`config.mk`:
```
export PLATFORM = sky130hd
export DESIGN_NAME = sata_oobseq
export DESIGN_NICKNAME = d
export VERILOG_FILES = /design/src/rtl/sata_oobseq.sv
export SDC_FILE = /design/constraint.sdc
export NUM_CORES = 1
export LEC_CHECK = 0
export CELL_PAD_IN_SITES_DETAIL_PLACEMENT = 1
export CELL_PAD_IN_SITES_GLOBAL_PLACEMENT = 2
export CORE_ASPECT_RATIO = 1.4
export CORE_MARGIN = 2
export CORE_UTILIZATION = 37
export DETAILED_ROUTE_END_ITERATION = 10
export PLACE_DENSITY = 0.89
export SYNTH_ARGS = -nofsm -noshare
export SYNTH_HDL_FRONTEND = slang
export SYNTH_SLANG_ARGS = --single-unit
```
`constraint.sdc`:
```
create_clock -name i_clk -period 4.7 [get_ports i_clk]
set_clock_uncertainty 0.2 [all_clocks]
set_input_delay 1.175 -clock i_clk [delete_from_list [all_inputs] [get_ports i_clk]]
set_output_delay 1.175 -clock i_clk [all_outputs]
set_load 0.01 [all_outputs]
```
`src/rtl/sata_oobseq.sv`:
```
// Host-side OOB/link bring-up sequencer: COMRESET/COMWAKE requests, response timing, D10.2 -> ALIGN, link up.
// Optional build macro COMSEQ_RETRY_LIMIT_EN adds S_FAIL after MAX_RETRIES failed attempts.
module sata_oobseq #(
    parameter int INIT_TIMEOUT  = 2048,
    parameter int WAKE_TIMEOUT  = 2048,
    parameter int ALIGN_TIMEOUT = 65536,
    parameter int TW            = 17,
    parameter int RW            = 4,
    parameter int MAX_RETRIES   = 8
) (
    input  logic          i_clk,
    input  logic          i_reset_n,
    input  logic          i_restart,
    output logic          o_burst_valid,
    output logic          o_burst_type,
    input  logic          i_burst_ready,
    input  logic          i_burst_done,
    input  logic          i_cominit_det,
    input  logic          i_comwake_det,
    input  logic          i_rx_align,
    input  logic          i_rx_sync,
    output logic          o_tx_idle,
    output logic          o_tx_d102,
    output logic          o_tx_align,
    output logic          o_link_up,
    output logic [RW-1:0] o_retries,
    output logic          o_fail
);

    typedef enum logic [3:0] {
        S_IDLE, S_COMRESET, S_RST_TX, S_WAIT_INIT, S_COMWAKE, S_WAKE_TX,
        S_WAIT_WAKE, S_WAIT_ALIGN, S_SEND_ALIGN, S_READY
`ifdef COMSEQ_RETRY_LIMIT_EN
        , S_FAIL
`endif
    } state_t;

    state_t        state_q, state_d;
    logic [TW-1:0] timer_q;
    logic [RW-1:0] retries_q, retries_d;
    logic          timeout;
    logic          in_wait;

    assign in_wait = (state_q == S_WAIT_INIT) || (state_q == S_WAIT_WAKE) ||
                     (state_q == S_WAIT_ALIGN);

    // Priority is restart > detect > timeout; detects are only looked at in their own state.
    always_comb begin
        state_d   = state_q;
        retries_d = retries_q;
        timeout   = 1'b0;
        case (state_q)
            S_IDLE:       state_d = S_COMRESET;
            S_COMRESET:   if (i_burst_ready) state_d = S_RST_TX;
            S_RST_TX:     if (i_burst_done) state_d = S_WAIT_INIT;
            S_WAIT_INIT: begin
                if (i_cominit_det) state_d = S_COMWAKE;
                else if (timer_q == TW'(INIT_TIMEOUT - 1)) timeout = 1'b1;
            end
            S_COMWAKE:    if (i_burst_ready) state_d = S_WAKE_TX;
            S_WAKE_TX:    if (i_burst_done) state_d = S_WAIT_WAKE;
            S_WAIT_WAKE: begin
                if (i_comwake_det) state_d = S_WAIT_ALIGN;
                else if (timer_q == TW'(WAKE_TIMEOUT - 1)) timeout = 1'b1;
            end
            S_WAIT_ALIGN: begin
                if (i_rx_align) state_d = S_SEND_ALIGN;
                else if (timer_q == TW'(ALIGN_TIMEOUT - 1)) timeout = 1'b1;
            end
            S_SEND_ALIGN: if (i_rx_sync) state_d = S_READY;
            S_READY:      if (i_cominit_det) state_d = S_COMRESET;
`ifdef COMSEQ_RETRY_LIMIT_EN
            S_FAIL:       state_d = S_FAIL;
`endif
            default:      state_d = S_IDLE;
        endcase

        if (timeout) begin
`ifdef COMSEQ_RETRY_LIMIT_EN
            if (retries_q == RW'(MAX_RETRIES - 1)) begin
                state_d   = S_FAIL;
                retries_d = RW'(MAX_RETRIES);
            end else begin
                state_d = S_COMRESET;
                if (retries_q != '1) retries_d = retries_q + 1'b1;
            end
`else
            state_d = S_COMRESET;
            if (retries_q != '1) retries_d = retries_q + 1'b1;
`endif
        end

        if ((state_d == S_READY) && (state_q != S_READY)) retries_d = '0;

        if (i_restart) begin
            state_d   = S_COMRESET;
            retries_d = '0;
        end
    end

    always_ff @(posedge i_clk or negedge i_reset_n) begin
        if (!i_reset_n) begin
            state_q   <= S_IDLE;
            timer_q   <= '0;
            retries_q <= '0;
        end else begin
            state_q   <= state_d;
            retries_q <= retries_d;
            // Timer restarts on every state change so occupancy on timeout equals the timeout value.
            if (i_restart || (state_d != state_q)) timer_q <= '0;
            else if (in_wait) timer_q <= timer_q + 1'b1;
        end
    end

    always_comb begin
        o_burst_valid = (state_q == S_COMRESET) || (state_q == S_COMWAKE);
        o_burst_type  = (state_q == S_COMWAKE);
        o_tx_d102     = (state_q == S_WAIT_ALIGN);
        o_tx_align    = (state_q == S_SEND_ALIGN);
        o_link_up     = (state_q == S_READY);
        o_tx_idle     = !(o_tx_d102 || o_tx_align || o_link_up);
    end

    assign o_retries = retries_q;

`ifdef COMSEQ_RETRY_LIMIT_EN
    assign o_fail = (state_q == S_FAIL);
`else
    logic [RW-1:0] unused_retry_limit;
    assign unused_retry_limit = RW'(MAX_RETRIES);
    assign o_fail = 1'b0;
`endif

endmodule
```
* Word-level counts from Yosys, hierarchy flattened
Index checks and enable logic that the tools add are counted.
** Word-level totals
- Word-level logic and storage cells :: 57
- Output and inout bits :: 11
- Bits in registers :: 25
- Bits of input ports :: 9
** Cells by class
- Mux-type cells :: 24
- $add $sub $neg :: 2
- Equality and inequality tests :: 15
- Reduce and logical (&&, ||, !) cells :: 13
** Operators with widths (number)
- $mux 4 :: 15
- $pmux 4 s10 :: 1
- $mux 17 :: 2
- $add 17x1->17 const B :: 1
- $eq 17x11->1 const B :: 1
- $eq 17x16->1 const B :: 1
- $eq 4x3->1 const B :: 4
- $eq 4x4->1 const B :: 3
- $eq 4x2->1 const B :: 2
- $ne 4x4->1 const B :: 2
- $logic_or 1x1->1 :: 6
- $reduce_bool 3->1 :: 2
- $mux 1 :: 5
- $add 4x1->4 const B :: 1
- $eq 4x1->1 const B :: 1
- $logic_not 4->1 :: 1
- $ne 4x4->1 :: 1
- $pmux 1 s3 :: 1
- $reduce_and 2->1 :: 1
- $reduce_bool 2->1 :: 1
- $logic_and 1x1->1 :: 1
- $logic_not 1->1 :: 1

* Longest topological paths before layout
Gate-level depths: netlist (run 1).
- Word-level depth :: 9
- Mapped depth :: 12
- Mapped depth without buffers :: 10

* Worst setup path after synthesis (run 1)
OpenSTA, ideal clock, no wires.
- Kind :: in2reg
- Start point :: in i_cominit_det
- End point :: reg timer_q[1]
- Required time :: 4.431 ns
- Slack :: 1.669 ns
- Library setup time :: 0.069 ns
- Data arrival time :: 2.761 ns
- Stages on the path :: 8
- Path through :: nor2b_1 a2111oi_4 o221ai_2 a22o_1 a2111o_1 buf_6 buf_8 nor2_4
** On the way
- Word-level cells in the longest chain between the ends :: 7
- Elaborated cells between the ends (all ways) :: 11
** RTL lines
- from (decl) :: RTL line 18 : input logic i_cominit_det,
- $mux 4 (tied with other cells) :: RTL line 71 : S_READY: if (i_cominit_det) state_d = S_COMRESET;
- $pmux 4 s10 / $pmux 1 s3 (equally long branches) :: RTL line 52 : case (state_q)
- $mux 4 (*) :: RTL line 78 : if (timeout) begin
- $mux 4 (*) :: RTL line 95 : if (i_restart) begin
- $ne 4x4->1 (*) :: RTL line 110 : if (i_restart || (state_d != state_q)) timer_q <= '0;
- $logic_or 1x1->1 (*) :: RTL line 110
- $mux 17 / $reduce_bool 2->1 (equally long branches)
- to (signal assigned) :: RTL line 111 : else if (in_wait) timer_q <= timer_q + 1'b1;
- to (decl) :: RTL line 39 : logic [TW-1:0] timer_q;
Mark *: on every way between the ends. The rest lies on a longest branch, timed or not.
A chain may end at the register's enable or synchronous reset.

* Worst setup path after layout (run 1)
- Start point :: in i_cominit_det
- End point :: reg timer_q[3]
Same word-level chain as after synthesis.

==> implementation parameters, run 1 <==
Parameter                              Value

Outcome
  Status    complete, no violations

Timing
  Total negative setup slack    0 ns
  Final Hold Fails    0
  Highest attainable clock frequency    0.278 GHz
  Setup repair after global routing missed its margin    no
  Max_slew headroom    0.248
  Max Transition Viols Final    0
  Fraction of the cycle the final worst path needs    0.766
  Final setup fails    0
  Slew at the pin closest to its max-slew limit    1.12 ns
  Final critical-path required period    3.60 ns

Clock network
  CTS tree    yes
  Count of instances resized after the clock tree is built    0
  Clock latency of the later-clocked register in the worst-skew pair    0.27 ns
  Maximum level of the CTS H-tree    1
  Post-CTS Setup Repair Bufs    0
  Count of hold buffers inserted by post-cts repair    0
  Clock Pin Slew Worst Setup and Hold Paths    0.08 ns
  Cell chosen for the clock root    clkbuf_8
  Number of sinks driven by the clock tree    25
  TritonCTS buffer count    3
  Maximum number of buffers from clock root to sink    2

Place
  DP HPWL    3.18 mm
  IO Port Bufs    18
  Gpl congestion    0.795
  Area of placed instances    1850 µm²

Worst setup path
  Capture instance of the worst register-to-register path    timer_q[3]
  Critical R2R Launch    timer_q[4]
  Kind of critical path    primary input to register
  FF-to-FF setup slack    1.46 ns
  CP arrival    3.60 ns
  Biggest fanout along the worst timing path    9
  Number of cells on the worst reg-to-reg path    11
  Critical Path End Type    register
  Startpoint type of the worst setup path    primary input
  Critical path required time    4.70 ns

Layout
  Fraction of layout instances using a drive strength above 1    0.112
  Final nets    200
  Most common cell after layout, fill and taps aside    dfrtp_1
  Layout area overhead    14.3%
  Post-Layout Inst Area    1890 µm²
  Number of fillers in the final layout    507
  Commonest cells after routing, fill and taps aside    dfrtp_1 (25), clkdlybuf4s50_1 (18), nor2_1 (15), xor2_1 (15), nand3_1 (14)
  Antenna diodes    0

Die
  Die Span Y    83.2 µm
  IO Pins    20
  Die ar.    5040 µm²
  Horizontal extent of the die    60.6 µm
  Core Box Area    4270 µm²
  Effective utilization at floorplan    0.388
  Cell row count    28

Job
  Max-capacitance violation count    0

Drt
  Iter 0 DRT Violations    74
  Detailed-route wire length per cell    16.0 µm
  Post-detailed-route via-to-cell ratio    5.38
  Number of nets still failing antenna checks after routing    0
  TritonRoute pass-1 iters    3
  Total Routed Length    3.96 mm
  Number of DRC violations after detailed routing    0
  Vias after detailed routing    1330

GRT
  Vias in the first global route    1435
  First-pass GRT wire length    6.62 mm
  Gr usage total    0.171
  Antenna violations before repair    0
  Residual overflow from global routing    0
  Maximum number of pins on one net before global-route repair    26

Power and ir drop
  VDD IR max    0.190 mV
  Areal power density over the cells    248 nW/µm²
  Leakage component of the power    0.744 nW

Yosys
  Ranking of synthesized cells by area    dfrtp_1 (38%), xor2_1 (7.9%), nor2_4 (6.1%), nand3_1 (4.2%), nor2_1 (3.4%)
  Seq/Total Area, Yosys    0.377
  Synth Warn #    0
  Cell taking the most area after synthesis    dfrtp_1
  Syn_area_per_cell    9.58 µm²
  Post-synth ARST share    1.00
  Count of flip-flops with a built-in enable after synthesis    0
  Number of nets in the synthesized netlist    185
  Synth cell types    47
  Leading register cell type out of synthesis    dfrtp_1
  Portion of synthesized cell area occupied by the leading cell type    0.377
  Netlist area before placement    1660 µm²
  Post-Synthesis Cells    173
  Yosys reg bits    25

Min path
  Worst hold path type    register to register
  End of the worst hold path    timer_q[5]
  Hold Crit Start    timer_q[5]
  Instance count along the most critical hold path    2
## cells in the mapped netlist (all sizes together), types with 3 or more instances
library cell,number
nor3b,4
nand4,4
buf,8
nor2,25
dfrtp,25
ha,3
a21oi,6
and3,8
nor2b,3
xnor2,4
o21ai,5
nand3,14
nor4,3
and2,6
inv,5
nand2,11
xor2,15
## sequential cells by signal, indices dropped and copies added (netlist names)
signal     flops
state_q        4
timer_q       17
o_retries      4
## worst max path at each step
stage,startpoint,endpoint,cells past startpoint
floorplan,i_cominit_det,timer_q[1],8
global placement,i_cominit_det,timer_q[3],8
detailed placement,i_cominit_det,timer_q[3],8
CTS,i_cominit_det,timer_q[3],8
global route,state_q[3],o_tx_align,3
finish,i_cominit_det,timer_q[3],8
## worst max-delay path, stage by stage
cell	delay, ns
clkdlybuf4s50_1	0.45
nor2b_1	0.18
a2111oi_4	0.42
o221ai_2	0.16
a22o_1	0.19
a2111o_1	0.61
buf_4	0.30
nor2_1	0.12
## per-stage QoR
| stage | utilization | hold slack, ns | setup slack [ns] | cells | total power [mW] |
|---|---|---|---|---|---|
| floorplan | - | 0.298 | 1.67 | 173 | 0.324 |
| global placement | 0.433 | 0.319 | 0.871 | 243 | 0.347 |
| detailed placement | 0.433 | 0.344 | 0.803 | 243 | 0.350 |
| CTS | 0.443 | 0.364 | 1.08 | 247 | 0.479 |
| global route | 0.443 | 0.404 | 0.990 | 247 | 0.494 |
| finish | 0.443 | 0.360 | 1.10 | 247 | 0.470 |
## kinds of logic after synthesis
logic type	Yosys count	synth area share
AND/OR/NAND/NOR	84	0.303
other	1	0.00226
buffers and inverters	14	0.0543
multiplexers	1	0.00604
flip-flops	25	0.377
XOR/XNOR	19	0.100
AO/OA/AOI/OAI	26	0.134
adder cells (fa/ha/maj)	3	0.0226
## layout make-up
class | instances | area (µm²) | area share
sequential | 25 | 626 | 0.330
clock buffer | 4 | 45.0 | 0.0238
tap | 60 | 75.1 | 0.0396
multi-input combinational | 134 | 942 | 0.497
inverter | 5 | 18.8 | 0.00991
timing repair buffer | 19 | 188 | 0.0991
## per-layer routing
metal,global-route usage,up-vias,wire (µm)
met5,0,-,0
met4,0.0494,0,61
met3,0.0202,6,78
met2,0.326,20,2260
met1,0.185,671,1550
li1,-,633,-
## power by group
part           leakage (nW)  internal [mW]  switching [mW]
combinational         0.377         0.0453          0.0633
sequential            0.344          0.219          0.0164
clock                0.0228         0.0606          0.0649
(Power assumes the default switching activity.)
==> run 2, diff against run 1 <==
--- a/config.mk
+++ b/config.mk
@@ -9,9 +9,9 @@
 export CELL_PAD_IN_SITES_GLOBAL_PLACEMENT = 2
 export CORE_ASPECT_RATIO = 1.4
 export CORE_MARGIN = 2
-export CORE_UTILIZATION = 37
+export CORE_UTILIZATION = 31
 export DETAILED_ROUTE_END_ITERATION = 10
-export PLACE_DENSITY = 0.89
+export PLACE_DENSITY = 0.8
 export SYNTH_ARGS = -nofsm -noshare
 export SYNTH_HDL_FRONTEND = slang
 export SYNTH_SLANG_ARGS = --single-unit
==> constraint.sdc (replaced) <==
create_clock -name i_clk -period 2.95 [get_ports i_clk]
set_clock_uncertainty 0.2 [all_clocks]
set_input_delay 0.7375 -clock i_clk [delete_from_list [all_inputs] [get_ports i_clk]]
set_output_delay 0.7375 -clock i_clk [all_outputs]
set_load 0.01 [all_outputs]
==> run 2 against run 1 <==
  * Setup slack worse by 1.0 ns
  * Largest power group unchanged
  * Global-route usage shrank 2.4 points
  * Clock-buffer cell count shrank 1
  * First-iteration DRC count fell by 24%
  * Worst hold slack improved by 0.012 ns
  * Largest cell class unchanged
  * Register-to-register slack worse by 1.3 ns
  * Design area grew 15%
  * Clock power up 62%
  * Sequential share of layout area decreased by 4.1 points
  * Sequential power is 56% higher
==> implementation parameters, run 2 (synthesis results as in run 1) <==
Parameter                              Value

Place
  IO Port Bufs    18
  DP HPWL    3.13 mm
  Gpl congestion    0.808
  Worst slack at placement    -0.249 ns

Clock network
  Clock latency of the later-clocked register in the worst-skew pair    0.27 ns
  CTS tree    yes
  TritonCTS buffer count    3
  Cell chosen for the clock root    clkbuf_8
  Maximum level of the CTS H-tree    1
  Clock Pin Slew Worst Setup and Hold Paths    0.09 ns
  Number of sinks driven by the clock tree    25
  Maximum number of buffers from clock root to sink    2
  Count of hold buffers inserted by post-cts repair    0

Layout
  Most common cell after layout, fill and taps aside    buf_4
  Fraction of layout instances using a drive strength above 1    0.292
  Layout area overhead    30.9%
  Most flops, register    timer_q
  Final nets    225
  Antenna diodes    0
  Number of flip-flops in the largest register    17
  Commonest cells after routing, fill and taps aside    buf_4 (24), dfrtp_1 (23), clkdlybuf4s50_1 (17)

Drt
  Number of DRC violations after detailed routing    0
  Number of nets still failing antenna checks after routing    0
  Vias after detailed routing    1416
  Detailed-route wire length per cell    15.8 µm
  Iter 0 DRT Violations    56
  TritonRoute pass-1 iters    4
  Post-detailed-route via-to-cell ratio    5.09
  Total Routed Length    4.38 mm

GRT
  Grt peak-use layer    met2
  Vias in the first global route    1462
  Maximum number of pins on one net before global-route repair    26
  Residual overflow from global routing    0
  First-pass GRT wire length    6.84 mm
  Antenna violations before repair    0
  Met2 layer usage reported by global route    0.274
  Gr usage total    0.147
  Met1 routing resource usage after global routing    0.160
  Met3 track utilization from global routing    0.0137

Timing
  Setup repair after global routing missed its margin    no
  Highest attainable clock frequency    0.350 GHz
  Hold slack final    0.372 ns
  Worst setup slack after layout    0.0892 ns
  Max Transition Viols Final    0
  Final critical-path required period    2.86 ns
  Final Hold Fails    0
  Total negative setup slack    0 ns
  Final setup fails    0
  Fraction of the cycle the final worst path needs    0.970

Power and ir drop
  Areal power density over the cells    369 nW/µm²
  Total chip power    801 µW
  Leakage component of the power    0.903 nW
  VDD IR max    0.200 mV

Worst setup path
  Critical Path End Type    register
  CP arrival    2.87 ns
  FF-to-FF setup slack    0.14 ns
  Critical R2R Launch    timer_q[3]
  Critical path required time    2.96 ns
  Critical Path Start    i_cominit_det
  Biggest fanout along the worst timing path    8
  Startpoint type of the worst setup path    primary input
  Kind of critical path    primary input to register

Die
  Cell row count    31
  Die Span Y    90.5 µm
  Core Box Area    5160 µm²
  Die ar.    5960 µm²
  IO Pins    20
  Horizontal extent of the die    65.8 µm
  Effective utilization at floorplan    0.321

Job
  Max-capacitance violation count    0

Outcome
  Status    complete, no violations

Min path
  Worst hold path type    register to register
  Hold Crit Start    o_retries[1]
run 2: through the flow:
step	utilization	cells	cell area (µm²)
floorplan	-	173	1660
global placement	0.381	262	1970
detailed placement	0.381	262	1970
CTS	0.390	266	2010
global route	0.421	278	2170
finish	0.421	278	2170
run 2: final timing paths:
| kind | endpoint | cells past startpoint |
|---|---|---|
| max | timer_q[11] | 8 |
| min | o_retries[1] | 2 |
| max reg2reg | timer_q[11] | 11 |
| min reg2reg | o_retries[1] | 2 |
| max in group asynchronous | state_q[2] | 2 |
| min in group asynchronous | timer_q[11] | 2 |
run 2: layout make-up:
| class | count | area [µm²] |
|---|---|---|
| fill | 601 | 2990 |
| multi-input combinational | 134 | 987 |
| sequential | 25 | 628 |
| timing repair buffer | 44 | 408 |
| tap | 66 | 82.6 |
| clock buffer | 3 | 41.3 |
| inverter | 5 | 18.8 |
| clock inverter | 1 | 5.00 |
run 2: critical path, cell delays in order:
cell             delay, ns
clkdlybuf4s50_1       0.45
nor3b_2               0.22
o2111ai_1             0.23
o21a_1                0.26
a31o_1                0.17
a2111o_1              0.47
clkbuf_16             0.23
nor2_4                0.10
run 2: repair_timing:
action	in CTS	in global routing
buffers inserted	0	11
pin swaps	1	6
setup endpoints to repair	4	19
cloned	0	1
gates resized for setup	0	17
run 2: per-layer routing:
layer | share of wire | vias up
met1 | 0.37 | 704
met5 | 0 | -
li1 | - | 681
met3 | 0.019 | 11
met4 | 0.028 | 0
met2 | 0.58 | 20
run 2: power by group:
| group | switching (mW) | internal, mW |
|---|---|---|
| sequential | 0.0188 | 0.350 |
| combinational | 0.122 | 0.107 |
| clock | 0.109 | 0.0946 |
==> run 3, diff against run 2 <==
--- a/config.mk
+++ b/config.mk
@@ -10,6 +10,7 @@
 export CORE_ASPECT_RATIO = 1.4
 export CORE_MARGIN = 2
 export CORE_UTILIZATION = 31
+export CTS_CLUSTER_DIAMETER = 150
 export DETAILED_ROUTE_END_ITERATION = 10
 export PLACE_DENSITY = 0.8
 export SYNTH_ARGS = -nofsm -noshare
==> results of run 3 <==
Same layout as run 2: the final DEF is identical, and so are final timing and power.
